File: config.mk
export PLATFORM = sky130hd
export DESIGN_NAME = wb_trace_buffer_flat
export DESIGN_NICKNAME = d
export VERILOG_FILES = /design/src/rtl/wb_trace_buffer_if.sv /design/src/rtl/wb_trace_buffer.sv /design/src/flat_wrapper.sv
export SDC_FILE = /design/constraint.sdc
export NUM_CORES = 1
export LEC_CHECK = 0
export ABC_AREA = 1
export BUFFER_PORTS_ARGS = -buffer_cell sky130_fd_sc_hd__buf_2
export CAP_MARGIN = 10
export CORE_MARGIN = 8
export CORE_UTILIZATION = 35
export CTS_BUF_LIST = sky130_fd_sc_hd__clkbuf_8
export DETAILED_ROUTE_END_ITERATION = 16
export GPL_TIMING_DRIVEN = 1
export HOLD_SLACK_MARGIN = 0.08
export MAX_ROUTING_LAYER = met4
export PLACE_DENSITY = 0.57
export RECOVER_POWER = 25
export SLEW_MARGIN = 30
export SYNTH_ARGS = -nofsm -noshare
export SYNTH_HDL_FRONTEND = slang
export SYNTH_SLANG_ARGS = --single-unit
File: constraint.sdc
create_clock -name clock -period 5.2 [get_ports clock]
set_input_delay 0.52 -clock clock [delete_from_list [all_inputs] [get_ports clock]]
set_output_delay 0.52 -clock clock [all_outputs]
set_load 0.02 [all_outputs]
File: src/rtl/wb_trace_buffer_if.sv
// wb_trace_buffer_if: snoop inputs, drain stream and status outputs of the writeback trace buffer.
// The slave modport is the buffer side; the master modport drives captures and consumes records.
interface wb_trace_buffer_if #(
  parameter int DEPTH   = 16,
  parameter int CYCLE_W = 16,
  parameter int DROP_W  = 8
);
  localparam int FILL_W = $clog2(DEPTH) + 1;

  logic               trace_enable;
  logic               clear;
  logic               ctrl_writeEnable;
  logic [4:0]         ctrl_writeReg;
  logic [31:0]        data_writeReg;
  logic               trace_valid;
  logic               trace_ready;
  logic [CYCLE_W-1:0] trace_cycle;
  logic [4:0]         trace_reg;
  logic [31:0]        trace_data;
  logic [FILL_W-1:0]  fill_level;
  logic [DROP_W-1:0]  drop_count;
  logic               overflow;

  modport slave (
    input  trace_enable, clear, ctrl_writeEnable, ctrl_writeReg, data_writeReg, trace_ready,
    output trace_valid, trace_cycle, trace_reg, trace_data, fill_level, drop_count, overflow
  );

  modport master (
    output trace_enable, clear, ctrl_writeEnable, ctrl_writeReg, data_writeReg, trace_ready,
    input  trace_valid, trace_cycle, trace_reg, trace_data, fill_level, drop_count, overflow
  );
endinterface

File: src/rtl/wb_trace_buffer.sv
// wb_trace_buffer: cycle-stamped FIFO of register-file writebacks drained over valid/ready.
// Optional macro WB_TRACE_DEDUP_EN suppresses a capture identical to the previous capture.
module wb_trace_buffer #(
  parameter int DEPTH   = 16,
  parameter int CYCLE_W = 16,
  parameter int DROP_W  = 8
) (
  input logic              clock,
  input logic              reset,
  wb_trace_buffer_if.slave bus
);
  localparam int ADDR_W  = $clog2(DEPTH);
  localparam int ENTRY_W = CYCLE_W + 5 + 32;

  logic [ENTRY_W-1:0] r_mem [DEPTH];
  logic [ADDR_W-1:0]  r_wrPtr;
  logic [ADDR_W-1:0]  r_rdPtr;
  logic [ADDR_W:0]    r_fill;
  logic [CYCLE_W-1:0] r_cycle;
  logic [DROP_W-1:0]  r_drops;
  logic               r_overflow;

  logic               w_qualified;
  logic               w_capture;
  logic               w_full;
  logic               w_pop;
  logic               w_push;
  logic               w_drop;
  logic [ENTRY_W-1:0] w_head;

  assign w_qualified = bus.trace_enable && bus.ctrl_writeEnable && (bus.ctrl_writeReg != 5'd0);

`ifdef WB_TRACE_DEDUP_EN
  logic        r_lastValid;
  logic [4:0]  r_lastReg;
  logic [31:0] r_lastData;
  logic        w_dup;

  assign w_dup     = r_lastValid && (r_lastReg == bus.ctrl_writeReg) && (r_lastData == bus.data_writeReg);
  assign w_capture = w_qualified && !w_dup;

  // Remembers the last capture whether it was queued or dropped.
  always_ff @(posedge clock or negedge reset) begin
    if (!reset) begin
      r_lastValid <= 1'b0;
      r_lastReg   <= 5'd0;
      r_lastData  <= 32'd0;
    end else if (bus.clear) begin
      r_lastValid <= 1'b0;
    end else if (w_capture) begin
      r_lastValid <= 1'b1;
      r_lastReg   <= bus.ctrl_writeReg;
      r_lastData  <= bus.data_writeReg;
    end
  end
`else
  assign w_capture = w_qualified;
`endif

  assign w_full = (r_fill == (ADDR_W + 1)'(DEPTH));
  assign w_pop  = (r_fill != '0) && bus.trace_ready;
  assign w_push = w_capture && (!w_full || w_pop);
  assign w_drop = w_capture && w_full && !w_pop;

  always_ff @(posedge clock or negedge reset) begin
    if (!reset) begin
      r_cycle <= '0;
    end else begin
      r_cycle <= r_cycle + CYCLE_W'(1);
    end
  end

  // Clear outranks push and pop; a full FIFO with a pop still accepts the push.
  always_ff @(posedge clock or negedge reset) begin
    if (!reset) begin
      r_wrPtr    <= '0;
      r_rdPtr    <= '0;
      r_fill     <= '0;
      r_drops    <= '0;
      r_overflow <= 1'b0;
    end else if (bus.clear) begin
      r_wrPtr    <= '0;
      r_rdPtr    <= '0;
      r_fill     <= '0;
      r_drops    <= '0;
      r_overflow <= 1'b0;
    end else begin
      if (w_push) r_wrPtr <= r_wrPtr + ADDR_W'(1);
      if (w_pop)  r_rdPtr <= r_rdPtr + ADDR_W'(1);
      if (w_push && !w_pop) begin
        r_fill <= r_fill + (ADDR_W + 1)'(1);
      end else if (!w_push && w_pop) begin
        r_fill <= r_fill - (ADDR_W + 1)'(1);
      end
      if (w_drop) begin
        r_overflow <= 1'b1;
        if (r_drops != '1) r_drops <= r_drops + DROP_W'(1);
      end
    end
  end

  always_ff @(posedge clock) begin
    if (w_push && !bus.clear) begin
      r_mem[r_wrPtr] <= {r_cycle, bus.ctrl_writeReg, bus.data_writeReg};
    end
  end

  // Head fields are forced to zero while empty so reset and idle outputs read 0.
  assign w_head          = r_mem[r_rdPtr];
  assign bus.trace_valid = (r_fill != '0);
  assign bus.trace_cycle = bus.trace_valid ? w_head[ENTRY_W-1 -: CYCLE_W] : '0;
  assign bus.trace_reg   = bus.trace_valid ? w_head[36:32] : 5'd0;
  assign bus.trace_data  = bus.trace_valid ? w_head[31:0] : 32'd0;
  assign bus.fill_level  = r_fill;
  assign bus.drop_count  = r_drops;
  assign bus.overflow    = r_overflow;
endmodule

File: src/flat_wrapper.sv
// flat-port wrapper written by rule: the top's interface ports become plain ports
module wb_trace_buffer_flat 
#(
  parameter int DEPTH   = 16,
  parameter int CYCLE_W = 16,
  parameter int DROP_W  = 8
)
  (clock, reset, bus_trace_enable, bus_clear, bus_ctrl_writeEnable, bus_ctrl_writeReg, bus_data_writeReg, bus_trace_ready, bus_trace_valid, bus_trace_cycle, bus_trace_reg, bus_trace_data, bus_fill_level, bus_drop_count, bus_overflow);
  wb_trace_buffer_if #(.DEPTH(DEPTH), .CYCLE_W(CYCLE_W), .DROP_W(DROP_W)) bus_i ();
  input logic clock;
  input logic reset;
  input wire logic [$bits(bus_i.trace_enable)-1:0] bus_trace_enable;
  input wire logic [$bits(bus_i.clear)-1:0] bus_clear;
  input wire logic [$bits(bus_i.ctrl_writeEnable)-1:0] bus_ctrl_writeEnable;
  input wire logic [$bits(bus_i.ctrl_writeReg)-1:0] bus_ctrl_writeReg;
  input wire logic [$bits(bus_i.data_writeReg)-1:0] bus_data_writeReg;
  input wire logic [$bits(bus_i.trace_ready)-1:0] bus_trace_ready;
  output wire logic [$bits(bus_i.trace_valid)-1:0] bus_trace_valid;
  output wire logic [$bits(bus_i.trace_cycle)-1:0] bus_trace_cycle;
  output wire logic [$bits(bus_i.trace_reg)-1:0] bus_trace_reg;
  output wire logic [$bits(bus_i.trace_data)-1:0] bus_trace_data;
  output wire logic [$bits(bus_i.fill_level)-1:0] bus_fill_level;
  output wire logic [$bits(bus_i.drop_count)-1:0] bus_drop_count;
  output wire logic [$bits(bus_i.overflow)-1:0] bus_overflow;
  assign bus_i.trace_enable = bus_trace_enable;
  assign bus_i.clear = bus_clear;
  assign bus_i.ctrl_writeEnable = bus_ctrl_writeEnable;
  assign bus_i.ctrl_writeReg = bus_ctrl_writeReg;
  assign bus_i.data_writeReg = bus_data_writeReg;
  assign bus_i.trace_ready = bus_trace_ready;
  assign bus_trace_valid = bus_i.trace_valid;
  assign bus_trace_cycle = bus_i.trace_cycle;
  assign bus_trace_reg = bus_i.trace_reg;
  assign bus_trace_data = bus_i.trace_data;
  assign bus_fill_level = bus_i.fill_level;
  assign bus_drop_count = bus_i.drop_count;
  assign bus_overflow = bus_i.overflow;
  wb_trace_buffer #(.DEPTH(DEPTH), .CYCLE_W(CYCLE_W), .DROP_W(DROP_W)) u_core (.clock(clock), .reset(reset), .bus(bus_i));
endmodule
==> results.py <==
metrics = {
    "yosys": {
        "synthCells": 2707,
        "avgSynthCellArea_sq_um": 13.0,
        "yosysTopAreaCellShare": 0.722,
        "synth_area_leaders": "edfxtp_1 (72%), nor2_1 (7.0%), o21ai_0 (5.1%)",
        "ys_seq_area_frac": 0.749,
        "syn_nets": 2762,
        "syn_area_sq_mm": 0.0353,
        "yosys_warnings": 0,
        "ys_ff_latch": 886,
        "synthDistinctLibCells": 32,
        "synth.largest_area_cell": "edfxtp_1",
    },
    "clock_network": {
        "cts-root-buf": "clkbuf_8",
        "clock_latency_ps": 800,
        "cts.sinks": 886,
        "cts_buffers": 146,
        "clkTransAtPathRegs_ps": 60,
        "cts.repair.resized": 0,
        "htreeDepth": 4,
        "postCtsSetupBuffers": 0,
        "clock_path_buffers": 3,
        "tritoncts": "done",
    },
    "timing": {
        "tightest_slew_ps": 988,
        "whs_ps": 224,
        "fmax_ghz": 0.225,
        "hold_viol": 0,
        "relSlewSlack": 0.342,
        "drv_slew": 0,
        "finalSetupTns_ps": 0,
        "rsz0062_at_grt": "no",
        "finalCritPeriodShare": 0.854,
        "min_period_ps": 4440,
        "finClkSkew_ps": 39.3,
        "setup_viol": 0,
    },
    "floorplanning": {
        "num_rows": 116,
        "ioPinCount": 111,
        "core_sq_mm": 0.100,
        "die-area_sq_mm": 0.111,
        "die_y_microns": 333,
        "start_util": 0.353,
        "die_x_microns": 333,
    },
    "layout": {
        "layout-drive-gt1-share": 0.111,
        "finalNetCount": 2929,
        "fin_util": 0.402,
        "fillers": 9270,
        "fin_cells": 4286,
        "area_growth_pct": 14.0,
    },
    "power_and_ir_drop": {
        "power_density_mw_per_mm2": 447,
        "ir_drop_mv": 0.468,
        "finalPower_w": 0.0180,
        "power.leakage_nw": 13.4,
    },
    "drt": {
        "drt_iter0_markers": 1980,
        "firstDrtPassIters": 5,
        "via_per_inst": 5.20,
        "via_count": 22268,
        "routed_wl_mm": 91.8,
        "wl_per_cell_microns": 21.4,
        "remaining_drc_errors": 0,
        "drtAntennaViolNets": 0,
    },
    "global_routing": {
        "grt_max_degree": 209,
        "grt_antenna_before_repair": 4,
        "grt_util_all_layers": 0.166,
        "grt_pass1_vias": 21851,
        "grt.overflow.total": 0,
        "grt_pass1_wl_mm": 138,
    },
    "place": {
        "numPortBuffers": 110,
        "placed_cells": 3986,
        "dpl.hpwl_mm": 45.7,
        "gp_congestion": 0.735,
    },
    "critical_path": {
        "crit_type": "reg2out",
        "crit_path_start_kind": "flip-flop",
        "rrSetupSlack_ps": 2350,
        "critPathCaptureType": "output port",
        "crit_required_ps": 4680,
        "reg2reg_depth": 7,
        "crit_fanout": 75,
        "startpoint": "u_core.r_rdPtr[0]",
        "critical_path_arrival_ps": 3920,
        "r2r_end": "u_core.r_mem[12][17]",
        "r2r_start": "u_core.bus.fill_level[0]",
    },
    "run_status": {
        "status": "completed",
    },
    "flow_run": {
        "cap_violations": 0,
    },
    "min_path": {
        "hold_path_depth": 6,
        "hp-start": "bus_trace_ready",
        "min_to": "u_core.bus.fill_level[4]",
        "hold_path_class": "in2reg",
    },
}
## layout by cell type (no fill, tap or decap), types with 11 or more instances in the layout
| master | count |
|---|---|
| edfxtp_1 | 848 |
| nor2_1 | 653 |
| o21ai_0 | 359 |
| o211ai_1 | 208 |
| clkbuf_8 | 152 |
| o21ai_1 | 128 |
| inv_1 | 100 |
| nand3_1 | 79 |
| buf_2 | 77 |
| a21oi_1 | 60 |
| nand2_1 | 46 |
| buf_4 | 46 |
| dlygate4sd3_1 | 36 |
| dfrtp_1 | 34 |
| clkbuf_1 | 33 |
| clkinv_1 | 20 |
| xor2_1 | 13 |
| ha_1 | 11 |
## per-layer routing
metal,GRT usage,share of wire,vias to the layer above
met5,-,0,-
met4,0.0549,0.025,0
met3,0.0323,0.057,153
met2,0.263,0.48,645
met1,0.214,0.44,11142
li1,-,-,10328
## final cells by class
type	instances	area (sq um)	share of cell area
antenna	2	5.00	0.000124
clock buffer	152	2090	0.0520
clock inverter	108	541	0.0134
inverter	37	158	0.00392
multi-input combinational	1602	7980	0.198
sequential	886	26400	0.657
tap	1298	1620	0.0404
timing repair buffer	201	1380	0.0342
## how the worst max path moves through the flow
stage | to | slack (ps) | cells after the start
final | bus_trace_cycle[1] | 760 | 7
after global routing | bus_trace_cycle[1] | 470 | 7
after CTS | bus_trace_data[17] | 670 | 7
after detailed placement | bus_trace_data[17] | 1540 | 7
after global placement | bus_trace_cycle[4] | 1520 | 9
after floorplan | u_core.r_mem[1][0] | -90 | 6
## where the power goes
| group | switching (W) | internal (W) | total, W |
|---|---|---|---|
| clock network | 0.00270 | 0.00285 | 0.00555 |
| logic | 0.00327 | 0.00123 | 0.00450 |
| registers | 0.0000745 | 0.00784 | 0.00791 |
## per-stage QoR
stage          cell area (sq um)  worst slack [ps]
2_1_floorplan              35300             -87.4
3_3_place_gp               37200              1520
3_5_place_dp               37200              1540
4_1_cts                    40200               666
5_1_grt                    40200               471
6_report                   40200               759
## what timing repair did
item / CTS / global route
setup endpoints to repair: 0 / 0
hold buffers: 36 / 0
hold endpoints to repair: 564 / 0
## critical path: stages, from the launching register on
cell      delay [ps]
dfrtp_4          470
buf_4            650
buf_4            700
o21ai_0          230
o211ai_1         210
nand3_1          100
a21oi_1          400
buf_2            260
## logic make-up (layout without fill, tap and decap cells)
kind of cell / count (synthesis) / count (layout) / share of synthesized area
buffers and inverters: 219 / 498 / 0.0280
AOI/OAI and AO/OA: 765 / 765 / 0.124
adders and majority gates: 12 / 12 / 0.00447
DFF: 886 / 886 / 0.749
xor gates and xnor gates: 19 / 19 / 0.00472
and+or+nand+nor: 806 / 806 / 0.0897
other: 0 / 2 / 0
## synth_stat cells
cell type  number
o21a_1          1
nand4_1         5
buf_2          34
clkbuf_1      108
or2_2           1
o211ai_1      208
inv_2           4
a21oi_1        60
o31ai_1         3
buf_8           1
dfrtp_1        38
xor2_1         13
nor3b_1         1
nor2_2          1
xnor2_1         6
o221ai_1        4
nor2_1        657
buf_4           6
o21bai_1        1
fa_1            1
o21ai_0       359
o21ai_1       128
inv_1          32
ha_1           11
a31oi_1         1
buf_6          12
nor3_1         16
nand3_1        79
clkinv_1        1
edfxtp_1      848
nand2_1        46
buf_1          21
## sequential cells by signal, summed over array words and instances, names as in the netlist
signal,count
u_core.bus.drop_count,8
u_core.bus.fill_level,5
u_core.bus.overflow,1
u_core.r_cycle,16
u_core.r_mem,848
u_core.r_rdPtr,4
u_core.r_wrPtr,4
No activity file was read; power rests on OpenSTA's default activity.
